$ cat src/rtl/uart_pkg.sv
// Shared UART types and frame constants.
package uart_pkg;

  localparam int DBIT       = 8;
  localparam int SB_TICK    = 16;
  localparam int OVERSAMPLE = 16;
  localparam int DVSR_W     = 11;

  typedef enum logic [1:0] {
    IDLE,
    START,
    DATA,
    STOP
  } state_t;

endpackage

$ cat src/rtl/uart_baud_gen.sv
// Free-running baud divider producing one 16x-oversampling tick every dvsr+1 clocks.
module uart_baud_gen #(
  parameter int DVSR_W = 11
) (
  input  logic              clk,
  input  logic              rst,
  input  logic [DVSR_W-1:0] dvsr,
  output logic              tick
);

  logic [DVSR_W-1:0] cnt;

  // Count 0..dvsr and wrap; a counter already above a lowered dvsr rolls over at 2^DVSR_W.
  always_ff @(posedge clk) begin
    if (rst)
      cnt <= '0;
    else if (cnt == dvsr)
      cnt <= '0;
    else
      cnt <= cnt + 1'b1;
  end

  assign tick = (cnt == dvsr);

endmodule

$ cat src/rtl/uart_rx.sv
// 16x-oversampling 8N1 receiver; samples each bit at its middle.
module uart_rx
  import uart_pkg::*;
#(
  parameter int DBIT    = 8,
  parameter int SB_TICK = 16
) (
  input  logic            clk,
  input  logic            rst,
  input  logic            rx,
  input  logic            tick,
  output logic [DBIT-1:0] dout,
  output logic            rx_done_tick
);

  localparam int NW = (DBIT > 1) ? $clog2(DBIT) : 1;
  localparam logic [NW-1:0] N_LAST = NW'(DBIT - 1);
  localparam logic [3:0]    S_MID  = 4'(OVERSAMPLE / 2 - 1);
  localparam logic [3:0]    S_LAST = 4'(OVERSAMPLE - 1);
  localparam logic [3:0]    S_STOP = 4'(SB_TICK - 1);

  state_t          state, state_n;
  logic [3:0]      s, s_n;
  logic [NW-1:0]   n, n_n;
  logic [DBIT-1:0] b, b_n;
  logic            done_n;
  logic            rx_m, rx_s;

  // Two-flop synchronizer for the asynchronous serial pin; idles high.
  always_ff @(posedge clk) begin
    if (rst) begin
      rx_m <= 1'b1;
      rx_s <= 1'b1;
    end else begin
      rx_m <= rx;
      rx_s <= rx_m;
    end
  end

  // State, counters, shift register and output byte.
  always_ff @(posedge clk) begin
    if (rst) begin
      state        <= IDLE;
      s            <= '0;
      n            <= '0;
      b            <= '0;
      dout         <= '0;
      rx_done_tick <= 1'b0;
    end else begin
      state        <= state_n;
      s            <= s_n;
      n            <= n_n;
      b            <= b_n;
      rx_done_tick <= done_n;
      if (done_n)
        dout <= b;
    end
  end

  // Next-state logic; a start bit that is high again at its middle is a glitch.
  always_comb begin
    state_n = state;
    s_n     = s;
    n_n     = n;
    b_n     = b;
    done_n  = 1'b0;
    case (state)
      IDLE: begin
        if (!rx_s) begin
          state_n = START;
          s_n     = '0;
        end
      end
      START: begin
        if (tick) begin
          if (s == S_MID) begin
            if (!rx_s) begin
              state_n = DATA;
              s_n     = '0;
              n_n     = '0;
            end else begin
              state_n = IDLE;
            end
          end else begin
            s_n = s + 1'b1;
          end
        end
      end
      DATA: begin
        if (tick) begin
          if (s == S_LAST) begin
            s_n = '0;
            b_n = {rx_s, b[DBIT-1:1]};
            if (n == N_LAST)
              state_n = STOP;
            else
              n_n = n + 1'b1;
          end else begin
            s_n = s + 1'b1;
          end
        end
      end
      STOP: begin
        if (tick) begin
          if (s == S_STOP) begin
            done_n  = 1'b1;
            state_n = IDLE;
          end else begin
            s_n = s + 1'b1;
          end
        end
      end
      default: state_n = IDLE;
    endcase
  end

endmodule

$ cat src/rtl/uart_tx.sv
// 8N1 transmitter; the line is driven from a register so it never glitches.
module uart_tx
  import uart_pkg::*;
#(
  parameter int DBIT    = 8,
  parameter int SB_TICK = 16
) (
  input  logic            clk,
  input  logic            rst,
  input  logic            tx_start,
  input  logic            tick,
  input  logic [DBIT-1:0] din,
  output logic            tx,
  output logic            tx_done_tick
);

  localparam int NW = (DBIT > 1) ? $clog2(DBIT) : 1;
  localparam logic [NW-1:0] N_LAST = NW'(DBIT - 1);
  localparam logic [3:0]    S_LAST = 4'(OVERSAMPLE - 1);
  localparam logic [3:0]    S_STOP = 4'(SB_TICK - 1);

  state_t          state, state_n;
  logic [3:0]      s, s_n;
  logic [NW-1:0]   n, n_n;
  logic [DBIT-1:0] b, b_n;
  logic            tx_n;

  // State, counters, shift register and the registered line level.
  always_ff @(posedge clk) begin
    if (rst) begin
      state <= IDLE;
      s     <= '0;
      n     <= '0;
      b     <= '0;
      tx    <= 1'b1;
    end else begin
      state <= state_n;
      s     <= s_n;
      n     <= n_n;
      b     <= b_n;
      tx    <= tx_n;
    end
  end

  // Next-state logic; requests are only looked at in IDLE.
  always_comb begin
    state_n      = state;
    s_n          = s;
    n_n          = n;
    b_n          = b;
    tx_n         = 1'b1;
    tx_done_tick = 1'b0;
    case (state)
      IDLE: begin
        if (tx_start) begin
          state_n = START;
          s_n     = '0;
          b_n     = din;
        end
      end
      START: begin
        tx_n = 1'b0;
        if (tick) begin
          if (s == S_LAST) begin
            state_n = DATA;
            s_n     = '0;
            n_n     = '0;
          end else begin
            s_n = s + 1'b1;
          end
        end
      end
      DATA: begin
        tx_n = b[0];
        if (tick) begin
          if (s == S_LAST) begin
            s_n = '0;
            b_n = b >> 1;
            if (n == N_LAST)
              state_n = STOP;
            else
              n_n = n + 1'b1;
          end else begin
            s_n = s + 1'b1;
          end
        end
      end
      STOP: begin
        if (tick) begin
          if (s == S_STOP) begin
            tx_done_tick = 1'b1;
            state_n      = IDLE;
          end else begin
            s_n = s + 1'b1;
          end
        end
      end
      default: state_n = IDLE;
    endcase
  end

endmodule

$ cat src/rtl/uart_top.sv
// Full-duplex 8N1 UART: shared baud generator feeding independent rx and tx.
module uart_top
  import uart_pkg::*;
#(
  parameter int DBIT    = uart_pkg::DBIT,
  parameter int SB_TICK = uart_pkg::SB_TICK,
  parameter int DVSR_W  = uart_pkg::DVSR_W
) (
  input  logic              clk,
  input  logic              rst,
  input  logic [DVSR_W-1:0] dvsr,
  input  logic [DBIT-1:0]   din,
  input  logic              rx,
  input  logic              tx_start,
  output logic              tx,
  output logic [DBIT-1:0]   dout,
  output logic              rx_done_tick,
  output logic              tx_done_tick
);

  logic tick;

  uart_baud_gen #(.DVSR_W(DVSR_W)) u_baud (
    .clk  (clk),
    .rst  (rst),
    .dvsr (dvsr),
    .tick (tick)
  );

  uart_rx #(.DBIT(DBIT), .SB_TICK(SB_TICK)) u_rx (
    .clk          (clk),
    .rst          (rst),
    .rx           (rx),
    .tick         (tick),
    .dout         (dout),
    .rx_done_tick (rx_done_tick)
  );

  uart_tx #(.DBIT(DBIT), .SB_TICK(SB_TICK)) u_tx (
    .clk          (clk),
    .rst          (rst),
    .tx_start     (tx_start),
    .tick         (tick),
    .din          (din),
    .tx           (tx),
    .tx_done_tick (tx_done_tick)
  );

endmodule

$ cat config.mk
export PLATFORM = sky130hd
export DESIGN_NAME = uart_top
export DESIGN_NICKNAME = d
export VERILOG_FILES = /design/src/rtl/uart_pkg.sv /design/src/rtl/uart_baud_gen.sv /design/src/rtl/uart_rx.sv /design/src/rtl/uart_tx.sv /design/src/rtl/uart_top.sv
export SDC_FILE = /design/constraint.sdc
export NUM_CORES = 1
export LEC_CHECK = 0
export ABC_AREA = 1
export ABC_CLOCK_PERIOD_IN_PS = 3240
export CAP_MARGIN = 0
export CORE_AREA = 4 4 72 74
export DETAILED_ROUTE_END_ITERATION = 10
export DIE_AREA = 0 0 76 78
export DONT_BUFFER_PORTS = 1
export HOLD_SLACK_MARGIN = 0.08
export PLACE_DENSITY = 0.8
export SETUP_SLACK_MARGIN = 0.02
export SLEW_MARGIN = 20
export SYNTH_ARGS = -nofsm -noshare
export SYNTH_HDL_FRONTEND = slang
export SYNTH_SLANG_ARGS = --single-unit
$ cat constraint.sdc
create_clock -name clk -period 3.24 [get_ports clk]
set_input_delay 0.324 -clock clk [delete_from_list [all_inputs] [get_ports clk]]
set_output_delay 0.324 -clock clk [all_outputs]
set_load 0.03 [all_outputs]
==> metrics, run 1 <==
# diodes 0; final core utilization 0.6890; Detail Route Antenna Nets 0; Core ar. about 4600 um2; clk sink count 57; Synth Area in Adders 0.05146; Synth Warn # 0; power per cell area roughly 640 nW/um2; Synth area leader dfxtp_1; vias in the first global route approximately 2300; WP data arrival just under 2 ns; crit path cell chain ha_1 > nand2_1 > nor2_1 > nand3_2 > nor2_1; crit path capture type primary output; Crit Path Class flip-flop to primary output; Max VDD drop 497.2 uV; Crit. Startpoint u_tx.s[0]; Nets 459; Net Sw Power 0.0007359 W; Critical R2R Launch u_tx.state[0]; total track usage 0.2026; largest net degree at the start of global routing 26; final setup TNS 0 ns; HP Class input port to flip-flop; CTS tree built; vias per inst 5.188; Clk pin slew, worst setup/hold paths approximately 0.07 ns; Place WS around 1.1 ns; Final Instance Area about 3200 um2; multiplexer share of the synthesized area 0; Worst EP required just under 3 ns; fmax 0.4414 GHz; htree depth 3; R2R Setup Slk between 1 and 1.5 ns; Final Cycle Share 0.6993; Post-DP Area ~3000 um2; sw frac 0.3641; RePlAce Congestion 0.8002; slowest library cell on the worst path nor2_1; CTS max path bufs 2; post-synthesis register bit count 57; Reg2Reg Depth 8; crit path launch type flip-flop; Final setup violation count 0; Pleak between 1 and 1.5 nW; fin. max-slew vios 0; Mapped Cells 418; Synth Area in Simple Gates 0.3238; clock latency on the worst-skew pair about 0.35 ns; Slew HR 0.4945; first-pass GRT wire length around 9.9 mm; syn nets 453; outcome finished clean; Setup crit end tx_done_tick; Area contributors post-synth dfxtp_1, nand2_1, nor2_1; Crit Reg-Reg Endpoint u_tx.b[5]; XOR/XNOR Fraction of Synth Area 0.02702; DRC 0; Most Frequent Cell on Critical Path nor2_1; cell row count 25; DR iter-0 viols between 150 and 200; final hold vios 0; max incr delay on CP around 0.48 ns; Post-Syn Area 2918 um2; unrepaired setup endpoints after global routing false; buffer count from post-CTS setup fixing 0; Die ar. slightly below 6000 um2; GRT overflow 0; Synth Area per Inst 6.980 um2; final WL between 5 and 6 mm; Final Skew about 0.009 ns; power share of the clock group 0.306; post-synthesis sequential area ratio 0.3911; Initial Util 0.6346; Yosys top cell area share 0.3911; drt first pass iters 5; area grow syn2layout 8.576%; Hold Path Stages 4; Tmin final around 2.3 ns; root buffer cell clkbuf_8; Chip Width 76 um; Via Count about 2500; routed len/inst 11.30 um; layout cell share with drive strength beyond 1 0.09790; compound-gate portion of the synthesized area 0.1226; CP Max Fanout 5; main combinational cell family by area after synthesis simple AND/OR/NAND/NOR gates; input/output buffers 0; Int Pwr 0.001286 W; initial antenna violation count 0; Die Span Y just under 80 um; Comb pwr share 0.276; max_cap viols 0; CTS Buf Count 9; startpoint of the worst hold path din[7]; Post-DP HPWL ~3.8 mm; actual slew at the worst max-slew pin approximately 0.76 ns; Synth cell types 31; final worst slack 0.9744 ns; Ports 34; Sequential Power Share 0.418
==> routing by layer <==
layer	up-vias	wire (um)	GRT usage
met1	1123	2467	0.2409
met5	-	0	0
met4	0	129	0.1210
li1	1335	-	-
met2	38	2682	0.3365
met3	10	181	0.03944
==> synth_stat cells <==
cell / count
nand2_1: 92
nor2_1: 67
dfxtp_1: 57
inv_1: 48
a21oi_1: 41
nand3_1: 22
o21ai_0: 22
ha_1: 12
clkbuf_1: 6
inv_2: 6
xnor2_1: 6
nand4_1: 4
nor2_2: 4
nor2_4: 4
nor3_1: 4
nor3_4: 3
or2_2: 3
xor2_1: 3
nor3b_1: 2
a21boi_4: 1
and3_1: 1
buf_1: 1
buf_2: 1
buf_6: 1
nand2_2: 1
nand2_4: 1
nand3_2: 1
o211ai_1: 1
o21ai_2: 1
o21bai_1: 1
or2_1: 1
==> registers in the layout, indices dropped and copies added (netlist names), 3 cells and up, named ones only <==
name,count
u_baud.cnt,11
u_rx.n,3
u_rx.dout,8
u_rx.s,4
u_tx.n,3
u_tx.s,4
u_tx.b,8
u_rx.b,8
==> logic make-up after synthesis <==
kind of cell / count (synthesis)
compound gates: 67
fa+ha+maj: 12
xor+xnor: 9
flops: 57
simple gates: 210
buf+inv: 63
==> metrics by stage <==
| stage | power, W | std cells | hold WS [ns] |
|---|---|---|---|
| floorplan | 0.001333 | 418 | 0.3895 |
| global placement | 0.001391 | 464 | 0.3966 |
| detailed placement | 0.001406 | 464 | 0.3998 |
| CTS | 0.002038 | 483 | 0.1775 |
| global route | 0.002177 | 483 | 0.2121 |
| finish | 0.002021 | 483 | 0.1875 |
==> worst max-delay path: cells and delay by family, from the launching register on <==
kind	cells	cell delay [ns]
DFF	1	0.38
adders and majority gates	1	0.18
and+or+nand+nor	4	1.03
==> how the worst min path moves through the flow <==
stage                        end  slack [ns]
global route           u_tx.b[7]        0.21
detailed placement  u_rx.dout[1]        0.40
global placement       u_rx.rx_s        0.40
CTS                    u_tx.b[7]        0.18
finish                 u_tx.b[7]        0.19
floorplan              u_rx.rx_s        0.39
==> power by group through the flow <==
stage / clock [W] / combinational, W / sequential [W]
finish: 0.000618 / 0.000558 / 0.000846
detailed placement: 0 / 0.000546 / 0.000860
CTS: 0.000634 / 0.000559 / 0.000845
global route: 0.000664 / 0.000658 / 0.000856
floorplan: 0 / 0.000486 / 0.000847
global placement: 0 / 0.000533 / 0.000858
==> what timing repair did <==
item,4_1_cts,5_1_grt
resized for setup,0,0
setup endpoints to repair,0,0
hold buffers,3,0
endpoints found under the hold margin,21,0
==> cells in the final DEF (no fill, tap or decap), types with 2 or more instances in the layout <==
cell,synthesis,routed
clkinv_4,0,2
o21ai_0,22,22
nand4_1,4,4
clkbuf_8,0,10
or2_2,3,3
nor2_2,4,4
dfxtp_1,57,57
inv_6,0,2
clkinvlp_4,0,2
nor3_1,4,4
xor2_1,3,3
nor2_1,67,67
inv_2,6,6
dlygate4sd3_1,0,3
nor3_4,3,3
nand3_1,22,22
nor2_4,4,4
xnor2_1,6,6
nor3b_1,2,2
nand2_1,92,92
a21oi_1,41,41
ha_1,12,12
inv_1,48,48
==> cell type report <==
cell class              count  area (um2)
clock buffers              10       137.6
clock inverters             6       50.05
fillers                   403        1430
inverters                  54       202.7
multi-input cells         298        1531
flip-flops and latches     57        1141
well taps                  54       67.56
repair buffers              4       37.54
(Power assumes the default switching activity.)
==> run 2: changes to the inputs <==
- ABC_CLOCK_PERIOD_IN_PS: 3240 -> 2300
- CORE_AREA: 4 4 72 74 -> 4 4 74 76
- DIE_AREA: 0 0 76 78 -> 0 0 78 80
- PLACE_DENSITY: 0.8 -> 0.76
- clock period: 3.24 -> 2.3 ns (I/O delays scaled with it)
==> run 2 against run 1 <==
Against the previous run: non-clock buffer count rose by 2; sequential share of layout area fell by 0.50 points; highest routed layer unchanged; register-to-register slack got worse by 0.76 ns; largest cell class unchanged; power rose by 45%.
==> metrics, run 2 (synthesis gave the netlist of run 1 again) <==
layout cell share with drive strength beyond 1 0.1021 (+0.004186); Slew HR 0.5090 (+0.01450); DRT met1 WL 2.541 mm (+3.0%); final hold vios 0 (unchanged); max incr delay on CP 0.39 ns (-0.09 ns); unrepaired setup endpoints after global routing false; power per cell area 914.3 nW/um2 (+43%); Top reg by flops u_baud.cnt; area grow syn2layout 10.12%; Post-DP Area 2982 um2 (+1.1%); final core utilization 0.6803 (-0.008715); HP Class input port to flip-flop; first-pass GRT wire length 10.01 mm (+1.0%); max_cap viols 0 (unchanged); vias in the first global route 2383 (+1.4%); actual slew at the worst max-slew pin 0.7340 ns (-0.02168 ns); Die Span Y 80 um (+2.6%); Final Skew 0.01014 ns (+0.001384 ns); slowest library cell on the worst path a21boi_4; vias per inst 5.072 (-2.2%); fmax between 0.4 and 0.5 GHz; Crit Path Class flip-flop to flip-flop; Core ar. 4723 um2 (+2.7%); CTS Buf Count 9 (unchanged); Die ar. 6240 um2 (+5.3%); Critical path buffers and inverters 2 (+2); Final Cycle Share 0.8747; Top delay family on crit path compound AO/OA/AOI/OAI gates; filler-free cell count of the finished design 498 (+3.1%); CTS tree built; Max VDD drop 473.1 uV (-4.8%); DR WL met2 2.727 mm (+1.7%); crit path launch type flip-flop; DR top layer met4; GRT overflow 0 (unchanged); CP Max Fanout 16 (+11); Tmin final between 2 and 2.5 ns; input/output buffers 0 (unchanged); routed len/inst 11.24 um (-0.60%); area of the multi-input gates 1531 um2 (unchanged); clk sink count 57 (unchanged); Seq. cell area 1141 um2 (unchanged); htree depth 3 (unchanged); Pleak 1.381 nW (+1.7%); final worst slack 0.2882 ns (-0.6862 ns); final WL 5.596 mm (+2.5%); fin. max-slew vios 0 (unchanged); Ports 34 (unchanged); crit path cell chain inv_1 > ha_1 > inv_1 > a21oi_1 > a21boi_4 > o21ai_0 > nand2_1 > nor2_1; drt first pass iters 4 (-1); Final Instance Area 3213 um2 (+1.4%); cell row count 25 (unchanged); clock latency on the worst-skew pair 0.35 ns (about the same); root buffer cell clkbuf_8; Post-DP HPWL 3.962 mm (+3.1%); final setup TNS 0 ns (unchanged); # diodes 0 (unchanged); Detail Route Antenna Nets 0 (unchanged); initial antenna violation count 0 (unchanged); Nets 461 (+0.44%); # fillers 428 (+6.2%); placed insts 479 (+3.2%); DR iter-0 viols 142 (-11%); Initial Util 0.6177 (-0.01681); buffer count from post-CTS setup fixing 0 (unchanged); crit path capture type flip-flop; WP data arrival 2.25 ns (+0.31 ns); Largest register FFs 11 (unchanged); Chip Width 78 um (+2.6%); DRC 0 (unchanged); CTS max path bufs 2 (unchanged); Place WS 0.2990 ns (-0.7629 ns); Most Frequent Cell on Critical Path inv_1; outcome finished clean; RePlAce Congestion 0.8431 (+5.4%); Clk pin slew, worst setup/hold paths 0.07 ns (about the same); WL met3 192 um (+6.1%); largest net degree at the start of global routing 27 (+3.8%); Final setup violation count 0 (unchanged); Worst EP required 2.54 ns (-0.38 ns); # resized after CTS 0 (unchanged); commonest non-fill, non-tap cells in the layout nand2_1, nor2_1, dfxtp_1, inv_1, a21oi_1; most common cell after layout, fill and taps aside nand2_1; total track usage 0.2035 (+0.0008052); Via Count 2526 (+0.80%)
-- run 2: cell count changes in the layout (fill, tap and decap cells not counted), sizes merged --
cell,before,now
buf,1,3
bufinv,0,1
clkinvlp,2,1
clkbuf,10,9
clkinv,2,3
-- run 2: where the power goes --
group | leakage (nW) | total, W | internal, W | switching, W
logic | 0.817 | 0.000800 | 0.000293 | 0.000507
clock network | 0.100 | 0.000947 | 0.000508 | 0.000439
registers | 0.464 | 0.00119 | 0.00110 | 0.0000939
-- run 2: worst paths after layout --
kind	from	to	slack, ns	cells past startpoint
max	u_tx.state[0]	u_tx.b[1]	0.29	8
max reg2reg	u_tx.state[0]	u_tx.b[1]	0.29	8
min reg2reg	u_rx.rx_m	u_rx.rx_s	0.43	1
min	din[2]	u_tx.b[2]	0.15	4
-- run 2: repair_timing --
action,4_1_cts,5_1_grt
hold buffers,3,0
setup endpoints to repair,0,0
hold endpoints to repair,22,0
-- run 2: stage by stage --
stage | power [W] | hold WS, ns
finish | 0.002938 | 0.1455
global route | 0.003163 | 0.1780
CTS | 0.002965 | 0.1375
detailed placement | 0.001996 | 0.3037
global placement | 0.001975 | 0.3021
floorplan | 0.001877 | 0.3338
-- run 2: worst reg2reg max path: cells and delay by family, from the launching register on --
family,cells,cell delay [ns]
and+or+nand+nor,2,0.12
adders and majority gates,1,0.37
DFF,1,0.34
buffers and inverters,2,0.36
AOI/OAI and AO/OA,3,0.73
-- run 2: final cells by class --
class | count | share of cell area
clock buffers | 9 | 0.03855
clock inverters | 7 | 0.02414
inverters | 54 | 0.06308
multi-input cells | 298 | 0.4766
flip-flops and latches | 57 | 0.3551
well taps | 67 | 0.02609
repair buffers | 6 | 0.01636
-- run 2: routing by layer --
metal  vias to the layer above  GRT usage
met5                         -          0
met3                        11    0.04740
li1                       1347          -
met1                      1135     0.2297
met4                         0     0.1241
met2                        33     0.3476
